## config.mk

```make
export PLATFORM = sky130hd
export DESIGN_NAME = mw_seq_adder_flat
export DESIGN_NICKNAME = d
export VERILOG_FILES = /design/src/rtl/mw_adder_pkg.sv /design/src/rtl/mw_seq_adder_if.sv /design/src/rtl/csa_16bit.sv /design/src/rtl/mw_seq_adder.sv /design/src/flat_wrapper.sv
export SDC_FILE = /design/constraint.sdc
export NUM_CORES = 1
export LEC_CHECK = 0
export BUFFER_PORTS_ARGS = -buffer_cell sky130_fd_sc_hd__buf_2
export CAP_MARGIN = 10
export CORE_MARGIN = 5
export CORE_UTILIZATION = 60
export CTS_CLUSTER_DIAMETER = 60
export DETAILED_ROUTE_END_ITERATION = 8
export PLACE_DENSITY = 0.86
export SLEW_MARGIN = 20
export SYNTH_ARGS = -nofsm -noshare
export SYNTH_HDL_FRONTEND = slang
export SYNTH_SLANG_ARGS = --single-unit
```

## constraint.sdc

```tcl
create_clock -name clk -period 10.3 [get_ports clk]
set_input_delay 0.515 -clock clk [delete_from_list [all_inputs] [get_ports clk]]
set_output_delay 0.515 -clock clk [all_outputs]
set_load 0.05 [all_outputs]
```

## src/rtl/mw_adder_pkg.sv

```systemverilog
// Shared definitions for the multi-word sequential adder: limb width, FSM
// state encoding and the limb-index width helper.
package mw_adder_pkg;

   localparam int LIMB_W = 16;

   typedef enum logic [1:0] {
      S_IDLE = 2'd0,
      S_RUN  = 2'd1,
      S_DONE = 2'd2
   } state_t;

   function automatic int idx_width(input int words);
      return $clog2(words);
   endfunction

endpackage

```

## src/rtl/mw_seq_adder_if.sv

```systemverilog
// Operand/result handshake bundle for mw_seq_adder; the adder is the slave,
// the upstream/downstream logic (or the bench) is the master.
interface mw_seq_adder_if #(
   parameter int WORDS = 4
);
   import mw_adder_pkg::*;

   localparam int W = LIMB_W * WORDS;

   logic          in_valid;
   logic          in_ready;
   logic [W-1:0]  a;
   logic [W-1:0]  b;
   logic          cin;
   logic          sub;
   logic          out_valid;
   logic          out_ready;
   logic [W-1:0]  sum;
   logic          cout;
   logic          overflow;

   modport master (
      output in_valid, a, b, cin, sub, out_ready,
      input  in_ready, out_valid, sum, cout, overflow
   );

   modport slave (
      input  in_valid, a, b, cin, sub, out_ready,
      output in_ready, out_valid, sum, cout, overflow
   );

endinterface

```

## src/rtl/csa_16bit.sv

```systemverilog
// 16-bit carry-select adder: four 4-bit blocks, each precomputing both carry
// cases so the block carry only drives a select.
module csa_16bit (
   input  logic [15:0] a,
   input  logic [15:0] b,
   input  logic        cin,
   output logic [15:0] sum,
   output logic        cout
);

   localparam int BLK = 4;
   localparam int NB  = 4;

   logic [NB:0] c;

   assign c[0] = cin;

   for (genvar g = 0; g < NB; g++) begin : g_blk
      logic [BLK:0] r0;
      logic [BLK:0] r1;

      assign r0 = {1'b0, a[g*BLK +: BLK]} + {1'b0, b[g*BLK +: BLK]};
      assign r1 = {1'b0, a[g*BLK +: BLK]} + {1'b0, b[g*BLK +: BLK]} + 5'd1;

      assign sum[g*BLK +: BLK] = c[g] ? r1[BLK-1:0] : r0[BLK-1:0];
      assign c[g+1]            = c[g] ? r1[BLK]     : r0[BLK];
   end

   assign cout = c[NB];

endmodule

```

## src/rtl/mw_seq_adder.sv

```systemverilog
// Multi-word adder/subtractor: buffers one operand pair and streams it limb by
// limb through a single csa_16bit with a registered inter-limb carry.
//
// state  | meaning
// S_IDLE | ready for an operand pair (in_ready=1)
// S_RUN  | one limb per cycle through the 16-bit adder
// S_DONE | result held on sum/cout/overflow (out_valid=1)
module mw_seq_adder
   import mw_adder_pkg::*;
#(
   parameter int WORDS = 4
) (
   input  logic             clk,
   input  logic             rst_n,
   mw_seq_adder_if.slave    bus
);

   localparam int W     = LIMB_W * WORDS;
   localparam int IDX_W = idx_width(WORDS);

   state_t             state_q;
   state_t             state_d;
   logic [W-1:0]       op_a;
   logic [W-1:0]       op_b;
   logic [W-1:0]       res;
   logic               carry;
   logic [IDX_W-1:0]   idx;
   logic               cout_q;
   logic               ovf_q;

   logic               accept;
   logic               last;
   logic [LIMB_W-1:0]  limb_a;
   logic [LIMB_W-1:0]  limb_b;
   logic [LIMB_W-1:0]  limb_sum;
   logic               limb_cout;

   always_comb begin
      limb_a = '0;
      limb_b = '0;
      for (int i = 0; i < WORDS; i++) begin
         if (idx == IDX_W'(i)) begin
            limb_a = op_a[i*LIMB_W +: LIMB_W];
            limb_b = op_b[i*LIMB_W +: LIMB_W];
         end
      end
   end

   csa_16bit u_csa (
      .a    (limb_a),
      .b    (limb_b),
      .cin  (carry),
      .sum  (limb_sum),
      .cout (limb_cout)
   );

   assign last = (idx == IDX_W'(WORDS - 1));

   always_comb begin
      state_d = state_q;
      accept  = 1'b0;
      case (state_q)
         S_IDLE: begin
            if (bus.in_valid) begin
               accept  = 1'b1;
               state_d = S_RUN;
            end
         end
         S_RUN: begin
            if (last) begin
               state_d = S_DONE;
            end
         end
         S_DONE: begin
            if (bus.out_ready) begin
               state_d = S_IDLE;
            end
         end
         default: state_d = S_IDLE;
      endcase
   end

   always_ff @(posedge clk or negedge rst_n) begin
      if (!rst_n) begin
         state_q <= S_IDLE;
      end else begin
         state_q <= state_d;
      end
   end

   always_ff @(posedge clk or negedge rst_n) begin
      if (!rst_n) begin
         op_a   <= '0;
         op_b   <= '0;
         res    <= '0;
         carry  <= 1'b0;
         idx    <= '0;
         cout_q <= 1'b0;
         ovf_q  <= 1'b0;
      end else begin
         if (accept) begin
            op_a  <= bus.a;
            op_b  <= bus.sub ? ~bus.b : bus.b;
            carry <= bus.sub | bus.cin;
            idx   <= '0;
         end
         if (state_q == S_RUN) begin
            for (int i = 0; i < WORDS; i++) begin
               if (idx == IDX_W'(i)) begin
                  res[i*LIMB_W +: LIMB_W] <= limb_sum;
               end
            end
            carry <= limb_cout;
            // Index holds on the top limb; it is only cleared by the next accept.
            if (last) begin
               cout_q <= limb_cout;
               ovf_q  <= (op_a[W-1] == op_b[W-1]) && (limb_sum[LIMB_W-1] != op_a[W-1]);
            end else begin
               idx <= idx + IDX_W'(1);
            end
         end
      end
   end

   assign bus.in_ready  = (state_q == S_IDLE);
   assign bus.out_valid = (state_q == S_DONE);
   assign bus.sum       = res;
   assign bus.cout      = cout_q;
   assign bus.overflow  = ovf_q;

endmodule

```

## src/flat_wrapper.sv

```systemverilog
// flat-port wrapper written by rule: the top's interface ports become plain ports
module mw_seq_adder_flat import mw_adder_pkg::*;
#(
   parameter int WORDS = 4
)
  (clk, rst_n, bus_in_valid, bus_a, bus_b, bus_cin, bus_sub, bus_out_ready, bus_in_ready, bus_out_valid, bus_sum, bus_cout, bus_overflow);
  mw_seq_adder_if #(.WORDS(WORDS)) bus_i ();
  input  logic clk;
  input  logic rst_n;
  input wire logic [$bits(bus_i.in_valid)-1:0] bus_in_valid;
  input wire logic [$bits(bus_i.a)-1:0] bus_a;
  input wire logic [$bits(bus_i.b)-1:0] bus_b;
  input wire logic [$bits(bus_i.cin)-1:0] bus_cin;
  input wire logic [$bits(bus_i.sub)-1:0] bus_sub;
  input wire logic [$bits(bus_i.out_ready)-1:0] bus_out_ready;
  output wire logic [$bits(bus_i.in_ready)-1:0] bus_in_ready;
  output wire logic [$bits(bus_i.out_valid)-1:0] bus_out_valid;
  output wire logic [$bits(bus_i.sum)-1:0] bus_sum;
  output wire logic [$bits(bus_i.cout)-1:0] bus_cout;
  output wire logic [$bits(bus_i.overflow)-1:0] bus_overflow;
  assign bus_i.in_valid = bus_in_valid;
  assign bus_i.a = bus_a;
  assign bus_i.b = bus_b;
  assign bus_i.cin = bus_cin;
  assign bus_i.sub = bus_sub;
  assign bus_i.out_ready = bus_out_ready;
  assign bus_in_ready = bus_i.in_ready;
  assign bus_out_valid = bus_i.out_valid;
  assign bus_sum = bus_i.sum;
  assign bus_cout = bus_i.cout;
  assign bus_overflow = bus_i.overflow;
  mw_seq_adder #(.WORDS(WORDS)) u_core (.clk(clk), .rst_n(rst_n), .bus(bus_i));
endmodule
```

# Yosys cells after proc, flatten, opt, wreduce, memory -nomap -nowiden
# Index checks and enable logic that the tools add are counted.
[classes] add_sub_neg=9 n_mul=0 n_div=0 order_cmp=0 eq_ne=10 n_shift=0 muxes=28 bitwise=2 reduce_logical=9
[op_table] op="$mux 16" n=8
[op_table] op="$mux 64" n=1
[op_table] op="$not 64->64" n=1
[op_table] op="$add 4x4->5" n=4
[op_table] op="$add 5x1->5 const B" n=4
[op_table] op="$mux 4" n=4
[op_table] op="$mux 2" n=6
[op_table] op="$mux 1" n=8
[op_table] op="$reduce_and 2->1" n=4
[op_table] op="$eq 2x2->1 const B" n=3
[op_table] op="$pmux 2 s3" n=1
[op_table] op="$eq 2x1->1 const B" n=2
[op_table] op="$logic_not 2->1" n=2
[op_table] op="$ne 2x2->1 const B" n=2
[op_table] op="$reduce_and 3->1" n=1
[op_table] op="$add 2x1->2 const B" n=1
[op_table] op="$ne 2x1->1 const B" n=1
[op_table] op="$reduce_bool 2->1" n=1
[op_table] op="$eq 1x1->1" n=1
[op_table] op="$logic_and 1x1->1" n=1
[op_table] op="$ne 1x1->1" n=1
[op_table] op="$or 1x1->1" n=1
[totals] regBits=199 latch_bits=0 mem_bits_rw=0 romBits=0 in_bits=134 output_inout_bits=68 wordCells=69 n_memories=0

# Longest topological paths before layout
[logic_depth] word_depth=13 ltp_mapped=22 ltp_nobuf=20

# By module
# A second synthesis with hierarchy kept.
[unflattened] hier_cells=995 area_unflattened_um2=10003.3
[modules_own_cells] mod="mw_seq_adder" instances=1 cells_per_inst=874 area_each_um2=8941.1 seq_area_each_um2=4979.8
[modules_own_cells] mod="csa_16bit" instances=1 cells_per_inst=121 area_each_um2=1062.3 seq_area_each_um2=0.0

# Least setup slack after synthesis
# OpenSTA, ideal clock, no wires.
[synth_path] path_kind="register to register" startpoint="register u_core.idx[1]" endpoint="register u_core.cout_q (netlist: u_core.bus.cout)" setup_time_ns=0.125 t_arrival_ns=3.989 t_required_ns=10.175 setup_slack_ns=6.187 stages_incl_launch_ff=22 path_cell_list="dfrtp_1 inv_1 ha_1 clkbuf_1 buf_1 nor2_1 a21oi_1 nor2_1 a21oi_1 o21ai_0 ha_1 inv_1 fa_1 inv_1 ha_1 nand2_1 mux2_2 nor4b_1 mux2i_1 a2111oi_4 xnor2_1 mux2_2"
[synth_between] elab_chain_cells=11
[synth_rtl] item="from (decl)" line="mw_seq_adder.sv:27" text="logic [IDX_W-1:0] idx;"
[synth_rtl] item="from (signal assigned)" line="mw_seq_adder.sv:119" text="idx <= idx + IDX_W'(1);"
[synth_rtl] item="$logic_not 2->1" line="mw_seq_adder.sv:42" text="if (idx == IDX_W'(i)) begin"
[synth_rtl] item="$mux 16 (4 in a row)" line="mw_seq_adder.sv:42"
[synth_rtl] item="$add 4x4->5" line="csa_16bit.sv:22, csa_16bit.sv:23"
[synth_rtl] item="$add 5x1->5" line="csa_16bit.sv:23" text="assign r1 = {1'b0, a[g*BLK +: BLK]} + {1'b0, b[g*BLK +: BLK]} + 5'd1;"
[synth_rtl] item="$mux 1 (4 in a row)" line="csa_16bit.sv:26" text="assign c[g+1] = c[g] ? r1[BLK] : r0[BLK];"
[synth_rtl] item="to (signal assigned)" line="mw_seq_adder.sv:116" text="cout_q <= limb_cout;"
[synth_rtl] item="to (decl)" line="mw_seq_adder.sv:28" text="logic cout_q;"
# Several ways; a longest one is shown, not always the timed one.
# A chain may end at the register's enable or synchronous reset.

# Worst setup path in the final report
[layout_path] startpoint="register u_core.idx[1]" endpoint="register u_core.res[29] (netlist: u_core.bus.sum[29])"
[layout_between] elab_chain_cells=11
[layout_rtl] item="$logic_not 2->1" line="mw_seq_adder.sv:42"
[layout_rtl] item="$mux 16 (4 in a row)" line="mw_seq_adder.sv:42"
[layout_rtl] item="$add 4x4->5" line="csa_16bit.sv:22, csa_16bit.sv:23"
[layout_rtl] item="$add 5x1->5" line="csa_16bit.sv:23"
[layout_rtl] item="$mux 1 (3 in a row)" line="csa_16bit.sv:26"
[layout_rtl] item="$mux 4" line="csa_16bit.sv:25" text="assign sum[g*BLK +: BLK] = c[g] ? r1[BLK-1:0] : r0[BLK-1:0];"
[layout_rtl] item="to (signal, indexed assignment)" line="mw_seq_adder.sv:110" text="res[i*LIMB_W +: LIMB_W] <= limb_sum;"
[layout_rtl] item="to (decl)" line="mw_seq_adder.sv:25" text="logic [W-1:0] res;"
# Several ways; a longest one is shown, not always the timed one.

==> impl_metrics.env <==
export IMPL_core_rowCount=46
export IMPL_root_buffer="clkbuf_16"
export IMPL_post_route_period_util_pct=47.1
export IMPL_die_h_um=138
export IMPL_worst_ep_required_time_ns=10.57
export IMPL_crit_arrival_ns=5.11
export IMPL_route_vias_total=8045
export IMPL_numCtsBuffers=17
export IMPL_hold_violations=0
export IMPL_dieArea_sq_um=19100
export IMPL_r2r_start="u_core.idx[1]"
export IMPL_post_route_drc_count=0
export IMPL_routedWlPerCell_um=17.8
export IMPL_max_cap_viol_count=0
export IMPL_cts_tree="built"
export IMPL_fin_skew_ns=0.00882
export IMPL_clock_path_buffers=2
export IMPL_yosysMostFrequentCell="dfrtp_1"
export IMPL_io_pins=202
export IMPL_critPathLaunchType="flip-flop"
export IMPL_status="completed"
export IMPL_dpl_hpwl_mm=17.6
export IMPL_fmax_mhz=206
export IMPL_drive_above_1_share_pct=26.7
export IMPL_synthAdderAreaFrac_pct=3.86
export IMPL_cts_resized=0
export IMPL_grt_pass1_vias=8065
export IMPL_clkLatencyLatePin_ns=0.44
export IMPL_synth_distinct_cells=39
export IMPL_htree_levels=4
export IMPL_layout_nets=1353
export IMPL_drt_pass1_iterations=5
export IMPL_relSlewSlack_pct=25.9
export IMPL_synth_top_area_share_pct=50.5
export IMPL_worst_pin_slew_ns=1.11
export IMPL_syn_inst=1033
export IMPL_die_width_um=138
export IMPL_cts_hold_buf=0
export IMPL_async_flop_share_pct=100
export IMPL_path_clk_slew_ns=0.08
export IMPL_grtUsageTotal_pct=26.4
export IMPL_detail_route_antenna_nets=0
export IMPL_ys_flop_type="dfrtp_1"
export IMPL_muxShareOfSynthArea_pct=8.30
export IMPL_synth_edff_count=0
export IMPL_synth_nets=1195
export IMPL_critPathMaxStageDelay_ns=0.54
export IMPL_viasPerCell=5.66
export IMPL_post_cts_buffers=0
export IMPL_fin_tns_setup_ns=0
export IMPL_synthTopCellsByCount="dfrtp_1, nor2_1, a21oi_1, nand2_1, o21ai_0"
export IMPL_drt_initial_drc_count=736
export IMPL_synth_seq_cells=199
export IMPL_cp_max_fo=65
export IMPL_ys_seq_area_share_pct=50.5
export IMPL_slowest_stage="fa_1"
export IMPL_cts_sinks=199
export IMPL_cp_startpoint="u_core.idx[1]"
export IMPL_path_cells="inv_1, ha_2, buf_4, nor2_1, a21oi_1, nor2_1, a21oi_1, o21ai_0, ha_1, fa_1, ha_1, nand3_2, nor3_2, mux2i_1, mux2i_1, a21oi_1, mux2i_1, o21ai_0"
export IMPL_synthToLayoutAreaGrowth_pct=17.5
export IMPL_end_kind="flip-flop"
export IMPL_io_buffers=201
export IMPL_avgSynthCellArea_sq_um=9.55
export IMPL_grt_pass1_wl_mm=40.8
export IMPL_synthTopCellsByArea="dfrtp_1, mux2_2, xnor2_1, a21oi_1, nor2_1"
export IMPL_grt_max_degree=122
export IMPL_finalWirelength_mm=25.3
export IMPL_rsz0062_at_grt="no"
export IMPL_overflow=0
export IMPL_synth_xor_area_share_pct=7.89
export IMPL_path_class="reg2reg"
export IMPL_synth_top_family_by_area="compound AO/OA/AOI/OAI gates"
export IMPL_start_util_pct=61.7
export IMPL_grt_antenna_before_repair=2
export IMPL_post_synth_top_area_cell="dfrtp_1"
export IMPL_netlist_area_sq_um=9860
export IMPL_synthSimpleGateAreaFrac_pct=12.7
export IMPL_drv_slew=0
export IMPL_min_path_type="in2async"
export IMPL_fin_crit_ns=4.85
export IMPL_setup_viol=0
export IMPL_place_gp_congestion=0.895
export IMPL_coreArea_sq_um=16000
export IMPL_synth_compound_area_share_pct=13.5
export IMPL_ys_warn_count=0
[sequential cells by signal, summed over array words and instances, names as in the netlist]
signal	flops
u_core.bus.cout	1
u_core.bus.overflow	1
u_core.bus.sum	64
u_core.carry	1
u_core.idx	2
u_core.op_a	64
u_core.op_b	64
u_core.state_q	2
[cells by family after synthesis]
| family | Yosys count |
|---|---|
| AOI/OAI and AO/OA | 252 |
| xor gates and xnor gates | 88 |
| adders and majority gates | 28 |
| buffers and inverters | 85 |
| DFF | 199 |
| muxes | 73 |
| and+or+nand+nor | 308 |
[cell type report]
cell class                      count  area (sq um)
Sequential cell                   199          4980
Multi-Input combinational cell    749          4580
Fill cell                        1170          4410
Timing Repair Buffer              207          1060
Clock buffer                       17           425
Tap cell                          216           270
Clock inverter                     15           208
Inverter                           17          63.8
Antenna cell                        2          5.00
[layer usage]
layer | track usage (%) | routed length (um) | part of all wire, % | vias to the layer above
met3 | 5.45 | 1620 | 6.4 | 63
met5 | 0 | 0 | 0 | -
li1 | - | - | - | 3769
met1 | 34.7 | 10400 | 41 | 3889
met4 | 9.93 | 785 | 3.1 | 0
met2 | 43.5 | 12500 | 49 | 324
[worst max-delay path: cells and delay by family, from the launching register on]
| family | cells | cell delay (ns) |
|---|---|---|
| mux | 3 | 1.05 |
| fa+ha+maj | 4 | 1.15 |
| buf+inv | 2 | 0.64 |
| simple gates | 4 | 0.52 |
| compound gates | 5 | 0.89 |
| flops | 1 | 0.42 |
[layout by cell type, fill, tap and decap left out, types with 4 or more instances in the layout]
cell | synthesis | layout
nor2_1 | 141 | 141
buf_4 | 0 | 7
inv_6 | 0 | 5
ha_1 | 24 | 21
nand4_1 | 4 | 4
mux2_2 | 67 | 67
nor4_1 | 4 | 4
a21oi_1 | 137 | 137
o21ai_0 | 97 | 97
buf_2 | 0 | 199
dfrtp_1 | 199 | 199
inv_1 | 17 | 17
xnor2_1 | 82 | 82
mux2i_1 | 5 | 5
nand2_1 | 137 | 136
nor2b_1 | 4 | 4
xor2_1 | 5 | 5
a21o_1 | 8 | 8
fa_1 | 4 | 4
clkbuf_16 | 0 | 17
nand2b_1 | 5 | 5
[through the flow]
| step | util [%] | setup slack (ns) | instance area, sq um | std cells | hold slack, ns |
|---|---|---|---|---|---|
| 3_3_place_gp | 68.4 | 5.79 | 11000 | 1388 | 0.456 |
| 3_5_place_dp | 68.4 | 5.68 | 11000 | 1388 | 0.465 |
| 2_1_floorplan | - | 6.19 | 9860 | 1033 | 0.219 |
| 5_1_grt | 72.4 | 5.08 | 11600 | 1422 | 0.285 |
| 4_1_cts | 72.4 | 5.54 | 11600 | 1420 | 0.264 |
| 6_report | 72.4 | 5.45 | 11600 | 1422 | 0.191 |
[path summary, 6_finish.rpt]
check | cells after the start | endpoint | slack, ns
setup / recovery | 18 | u_core.bus.sum[29] | 5.45
hold reg to reg | 2 | u_core.bus.sum[25] | 0.48
max in group asynchronous | 2 | u_core.state_q[0] | 8.50
min in group clk | 2 | u_core.state_q[1] | 0.27
setup reg to reg | 18 | u_core.bus.sum[29] | 5.45
hold / removal | 1 | u_core.op_a[5] | 0.19
Power is left out: the tool's default activity adds up to more than one toggle a clock period on the data nets, which glitch-free logic cannot reach.
